## src/rtl/cpu_pkg.sv

```systemverilog
// cpu_pkg -- constants and types shared by the 8-bit pipelined CPU stages
// (ID stage, EX/WB pipeline register, writeback/register file).
//   DATA_W    : register and datapath width
//   ADDR_W    : register address width (2**ADDR_W architectural registers)
//   NOP_INSTR : bubble encoding; never counted as a retired instruction
package cpu_pkg;

  localparam int unsigned DATA_W    = 8;
  localparam int unsigned ADDR_W    = 3;
  localparam int unsigned NUM_REGS  = 2 ** ADDR_W;
  localparam logic [7:0]  NOP_INSTR = 8'h00;

  typedef logic [ADDR_W-1:0] reg_addr_t;
  typedef logic [DATA_W-1:0] reg_data_t;

endpackage : cpu_pkg

```

## src/rtl/regfile_core.sv

```systemverilog
// regfile_core -- NUM_REGS x DATA_W architectural storage.
// Ports:
//   clk, rst              : clock, synchronous active-high reset (clears all)
//   we, waddr, wdata      : single write port, committed on the rising edge
//   raddr1/rdata1         : combinational read port 1 (no bypass)
//   raddr2/rdata2         : combinational read port 2 (no bypass)
//   dbg_addr/dbg_rdata    : combinational debug read port (no bypass)
module regfile_core
  import cpu_pkg::*;
(
  input  logic      clk,
  input  logic      rst,
  input  logic      we,
  input  reg_addr_t waddr,
  input  reg_data_t wdata,
  input  reg_addr_t raddr1,
  input  reg_addr_t raddr2,
  input  reg_addr_t dbg_addr,
  output reg_data_t rdata1,
  output reg_data_t rdata2,
  output reg_data_t dbg_rdata
);

  reg_data_t mem_q [NUM_REGS];
  reg_data_t mem_d [NUM_REGS];

  // Next-state of every register: reset wins over the write port.
  always_comb begin
    for (int i = 0; i < NUM_REGS; i++) begin
      if (rst) begin
        mem_d[i] = '0;
      end else if (we && (waddr == reg_addr_t'(i))) begin
        mem_d[i] = wdata;
      end else begin
        mem_d[i] = mem_q[i];
      end
    end
  end

  // Storage flops.
  always_ff @(posedge clk) begin
    mem_q <= mem_d;
  end

  assign rdata1    = mem_q[raddr1];
  assign rdata2    = mem_q[raddr2];
  assign dbg_rdata = mem_q[dbg_addr];

endmodule : regfile_core

```

## src/rtl/wb_regfile.sv

```systemverilog
// wb_regfile -- writeback stage plus architectural register file.
// Selects the write-back value, commits it, serves two bypassed decode read
// ports and one architectural debug port, and tracks retired instructions.
// Ports:
//   clk, rst                    : clock, synchronous active-high reset
//   WB_regwrite, WB_ImmLoad     : write enable, immediate-vs-ALU select
//   WB_ALUres, WB_ImmData       : candidate write-back values
//   WB_writereg, WB_instr       : destination register, instruction in WB
//   rd_addr1/rd_data1           : decode read port 1 (WB bypass)
//   rd_addr2/rd_data2           : decode read port 2 (WB bypass)
//   dbg_addr/dbg_data           : debug read port (architectural state only)
//   wb_wdata                    : selected write-back value (combinational)
//   retired_count, last_instr   : retire counter and last non-NOP retired
module wb_regfile
  import cpu_pkg::*;
#(
  parameter int unsigned CNT_W = 16
) (
  input  logic              clk,
  input  logic              rst,
  input  logic              WB_regwrite,
  input  logic              WB_ImmLoad,
  input  logic [DATA_W-1:0] WB_ALUres,
  input  logic [DATA_W-1:0] WB_ImmData,
  input  logic [ADDR_W-1:0] WB_writereg,
  input  logic [7:0]        WB_instr,
  input  logic [ADDR_W-1:0] rd_addr1,
  input  logic [ADDR_W-1:0] rd_addr2,
  output logic [DATA_W-1:0] rd_data1,
  output logic [DATA_W-1:0] rd_data2,
  input  logic [ADDR_W-1:0] dbg_addr,
  output logic [DATA_W-1:0] dbg_data,
  output logic [DATA_W-1:0] wb_wdata,
  output logic [CNT_W-1:0]  retired_count,
  output logic [7:0]        last_instr
);

  reg_data_t          core_rdata1_s;
  reg_data_t          core_rdata2_s;
  logic               retire_s;
  logic [CNT_W-1:0]   retired_count_d, retired_count_q;
  logic [7:0]         last_instr_d, last_instr_q;

  regfile_core u_core (
    .clk       (clk),
    .rst       (rst),
    .we        (WB_regwrite),
    .waddr     (WB_writereg),
    .wdata     (wb_wdata),
    .raddr1    (rd_addr1),
    .raddr2    (rd_addr2),
    .dbg_addr  (dbg_addr),
    .rdata1    (core_rdata1_s),
    .rdata2    (core_rdata2_s),
    .dbg_rdata (dbg_data)
  );

  // Write-back value select; independent of the write enable.
  always_comb begin
    if (WB_ImmLoad) begin
      wb_wdata = WB_ImmData;
    end else begin
      wb_wdata = WB_ALUres;
    end
  end

  // Decode read ports: a same-cycle write to the addressed register is
  // forwarded so decode never sees the stale value.
  always_comb begin
    if (WB_regwrite && (rd_addr1 == WB_writereg)) begin
      rd_data1 = wb_wdata;
    end else begin
      rd_data1 = core_rdata1_s;
    end
    if (WB_regwrite && (rd_addr2 == WB_writereg)) begin
      rd_data2 = wb_wdata;
    end else begin
      rd_data2 = core_rdata2_s;
    end
  end

  // Retire tracking: any non-bubble retires, whether or not it writes.
  // The counter wraps silently.
  always_comb begin
    retire_s        = (WB_instr != NOP_INSTR);
    retired_count_d = retired_count_q;
    last_instr_d    = last_instr_q;
    if (rst) begin
      retired_count_d = '0;
      last_instr_d    = 8'h00;
    end else if (retire_s) begin
      retired_count_d = retired_count_q + {{(CNT_W-1){1'b0}}, 1'b1};
      last_instr_d    = WB_instr;
    end else begin
      retired_count_d = retired_count_q;
      last_instr_d    = last_instr_q;
    end
  end

  // Retire state flops.
  always_ff @(posedge clk) begin
    retired_count_q <= retired_count_d;
    last_instr_q    <= last_instr_d;
  end

  assign retired_count = retired_count_q;
  assign last_instr    = last_instr_q;

endmodule : wb_regfile

```

## config.mk

```make
export PLATFORM = sky130hd
export DESIGN_NAME = wb_regfile
export DESIGN_NICKNAME = d
export VERILOG_FILES = /design/src/rtl/cpu_pkg.sv /design/src/rtl/regfile_core.sv /design/src/rtl/wb_regfile.sv
export SDC_FILE = /design/constraint.sdc
export NUM_CORES = 1
export LEC_CHECK = 0
export CAP_MARGIN = 10
export CORE_AREA = 2 2 109 111
export DETAILED_ROUTE_END_ITERATION = 12
export DIE_AREA = 0 0 111 113
export GPL_TIMING_DRIVEN = 0
export PLACE_DENSITY = 0.84
export SLEW_MARGIN = 40
export SYNTH_ARGS = -nofsm -noshare
export SYNTH_HDL_FRONTEND = slang
export SYNTH_HIERARCHICAL = 1
export SYNTH_SLANG_ARGS = --single-unit
```

## constraint.sdc

```tcl
create_clock -name clk -period 2.9 [get_ports clk]
set_input_delay 0.87 -clock clk [delete_from_list [all_inputs] [get_ports clk]]
set_output_delay 0.87 -clock clk [all_outputs]
set_load 0.02 [all_outputs]
```

==> out/metrics.yaml <==
clock_tree:
  root_buffer: "clkbuf_16"
  clk_path_buf_depth: 2
  cts.sinks: 88
  h-tree-depth: 3
  cts.reportedPaths.clkPinSlew_ps: 60
  clock_latency_ps: 340
  cts_buffers: 9
  cts_tree: "yes"
global_routing:
  overflow: 0
  grt_use_total: 0.3020
  antenna_found_initial: 0
  grt_pass1_wl_um: 29060
  grt_max_degree: 15
  grt_pass1_vias: 5442
synth:
  syn_nets: 569
  synth-compound-area-share: 0.09187
  syn_area_um2: 5311
  synth_cell_types: 38
  synth_area_per_cell_um2: 10.06
  yosys.area_share.xor_xnor: 0.01979
  synth_top_family_by_area: "multiplexers"
  yosysWarnings: 6
  synth-simple-area-share: 0.1496
  synthCells: 528
  seq_area_frac_synth: 0.3317
  synth-seq-cells: 88
  synth.area.mux_share: 0.3428
  synthAdderAreaFrac: 0.002356
die:
  fp.dieW_um: 111
  io_pins: 96
  core_area_um2: 11270
  die_area_um2: 12540
  start_util: 0.4712
  fp-row-count: 39
  die_h_um: 113
placed_design:
  place_area_um2: 6541
  place.gp.congestion: 0.9357
  port_buffers: 91
  dp_hpwl_um: 11150
power:
  leakagePower_nw: 2.790
  switching_share: 0.2809
  power.clock.fraction: 0.360
  ir_worst_vdd_mv: 0.2977
  powerDensity_nw_per_um2: 401.3
  switchingPower_mw: 0.8440
  p_int_mw: 2.160
  comb_power_share: 0.216
  p_total_mw: 3.004
  seqPwrFrac: 0.424
worst_setup_path:
  cp.required_ps: 2030
  timing.critical_path.to_type: "output port"
  rrSetupSlack_ps: 1270
  worst-path-max-fanout: 4
  crit_arrival_ps: 2310
  criticalPathCategory: "in2out"
  start_kind: "input pin"
finish:
  final_common_cell: "dfxtp_1"
  final_cell_mix: "88 x dfxtp_1, 86 x nand2_1, 57 x a21oi_1"
  diodes: 0
  nNetsFinal: 705
  fillCellCount: 807
  design_area_um2: 7486
  drive_above_1_share: 0.3249
  area_growth_pct: 40.94
routing:
  wl_per_cell_um: 23.64
  drt-pass1-iter-count: 7
  drt-initial-drc-count: 489
  ant_nets: 0
  drt_wl_total_um: 19170
  viasPerCell: 6.464
  remaining_drc_errors: 0
  vias: 5242
timing:
  layout_setup_ws_ps: -276.3
  maxSlewHeadroom: 0.5186
  finalSetupTns_ps: -4154
  finalSetupViolCount: 21
  final_max_slew_viol_count: 0
  hold_viol: 0
  clock_skew_ps: 3.222
  fmax_ghz: 0.3148
  worst_pin_slew_ps: 722.1
  min_period_ps: 3176
  hold-worst-slack_ps: 484.8
  rsz0062_at_grt: "yes"
  timing.final.crit_share: 1.095
worst_hold_path:
  min_path_type: "reg2reg"
run_status:
  violations: "setup timing"
  outcome: "finished, violations left"
run:
  maxCapViolations: 0
-- synthesized netlist by cell type --
cell type,count,area (um2)
o21ai_1,3,15.01
and3_2,1,7.510
or4b_1,1,10.01
o31ai_1,2,15.01
o2111ai_1,3,26.28
nand4_1,3,18.77
a21oi_1,57,285.3
or4_4,1,11.26
xor2_1,6,52.55
o2111ai_4,1,26.28
buf_1,4,15.01
buf_12,3,60.06
inv_1,9,33.78
nor2_2,1,6.260
mux4_1,37,972.2
mux2i_1,33,330.3
and4_1,3,26.28
nand3_1,3,15.01
dfxtp_1,88,1762
nor4bb_1,3,30.03
ha_1,1,12.51
o21ai_0,21,105.1
and3_1,1,6.260
buf_6,5,56.30
clkbuf_1,27,101.4
mux2_2,24,270.3
o2111ai_2,1,15.01
buf_4,1,7.510
nor2_1,39,146.4
and4b_1,3,30.03
buf_2,11,55.05
nor4b_2,1,15.01
nand2_1,101,379.1
or4_1,3,22.52
xnor2_1,6,52.55
nand4b_1,3,26.28
or3_1,7,43.79
mux4_2,11,247.7
-- sequential cells by signal, summed over array words and instances (netlist names) --
name and count:
u_core/mem_q 64, last_instr 8, retired_count 16
-- kinds of logic after synthesis --
family          after synthesis
mux                         105
fa+ha+maj                     1
compound gates               88
xor+xnor                     12
buf+inv                      60
flops                        88
simple gates                174
-- power by group through the flow --
| stage | Clock, mW | Sequential (mW) | Combinational, mW |
|---|---|---|---|
| 6_report | 1.08 | 1.27 | 0.650 |
| 5_1_grt | 1.14 | 1.27 | 0.675 |
| 4_1_cts | 1.08 | 1.27 | 0.605 |
| 3_5_place_dp | 0 | 1.29 | 0.501 |
| 3_3_place_gp | 0 | 1.29 | 0.489 |
| 2_1_floorplan | 0 | 1.30 | 0.292 |
-- final cells by class --
cell class | instances | area [um2] | share of cell area
multi-input cells | 380 | 3450 | 0.4608
flip-flops and latches | 88 | 1762 | 0.2353
clock buffers | 11 | 242.7 | 0.03243
clock inverters | 4 | 28.78 | 0.003844
plain buffers | 51 | 414.1 | 0.05532
repair buffers | 125 | 1376 | 0.1839
well taps | 143 | 178.9 | 0.02390
inverters | 9 | 33.78 | 0.004513
-- timing repair --
action,CTS,global route
hold buffers,0,0
pin swaps,2,1
cloned,5,1
resized for setup,271,34
buffers inserted,24,4
setup endpoints to repair,32,28
-- layer usage --
| layer | track usage | routed length (um) |
|---|---|---|
| met2 | 0.4892 | 9069 |
| met4 | 0.2550 | 1574 |
| met1 | 0.3292 | 6129 |
| met3 | 0.08623 | 2396 |
| met5 | 0 | 0 |
-- final timing paths --
| kind | endpoint | cells after the start | startpoint |
|---|---|---|---|
| worst max-delay path | rd_data1[2] | 8 | rd_addr1[2] |
| worst min register to register | u_core/mem_q[0]$_SDFFE_PP0P_ | 2 | u_core/mem_q[0]$_SDFFE_PP0P_ |
| worst min-delay path | u_core/mem_q[0]$_SDFFE_PP0P_ | 2 | u_core/mem_q[0]$_SDFFE_PP0P_ |
| worst max register to register | retired_count[11]$_SDFFE_PP0P_ | 5 | retired_count[2]$_SDFFE_PP0P_ |
-- worst max-delay path, stage by stage --
cell     delay [ps]
buf_8            80
buf_12          130
buf_12          130
mux4_2          510
mux2_4          310
nand2_4          80
o21ai_4          60
buf_6           130
-- metrics by stage --
stage	utilization	setup slack, ps	instances
detailed placement	0.5803	-1361	762
floorplan	-	-39.68	528
global placement	0.5795	-1321	762
CTS	0.6509	-234.6	806
finish	0.6641	-276.3	811
global route	0.6641	-284.7	811
Note: power is estimated with default switching activity, not from simulation.
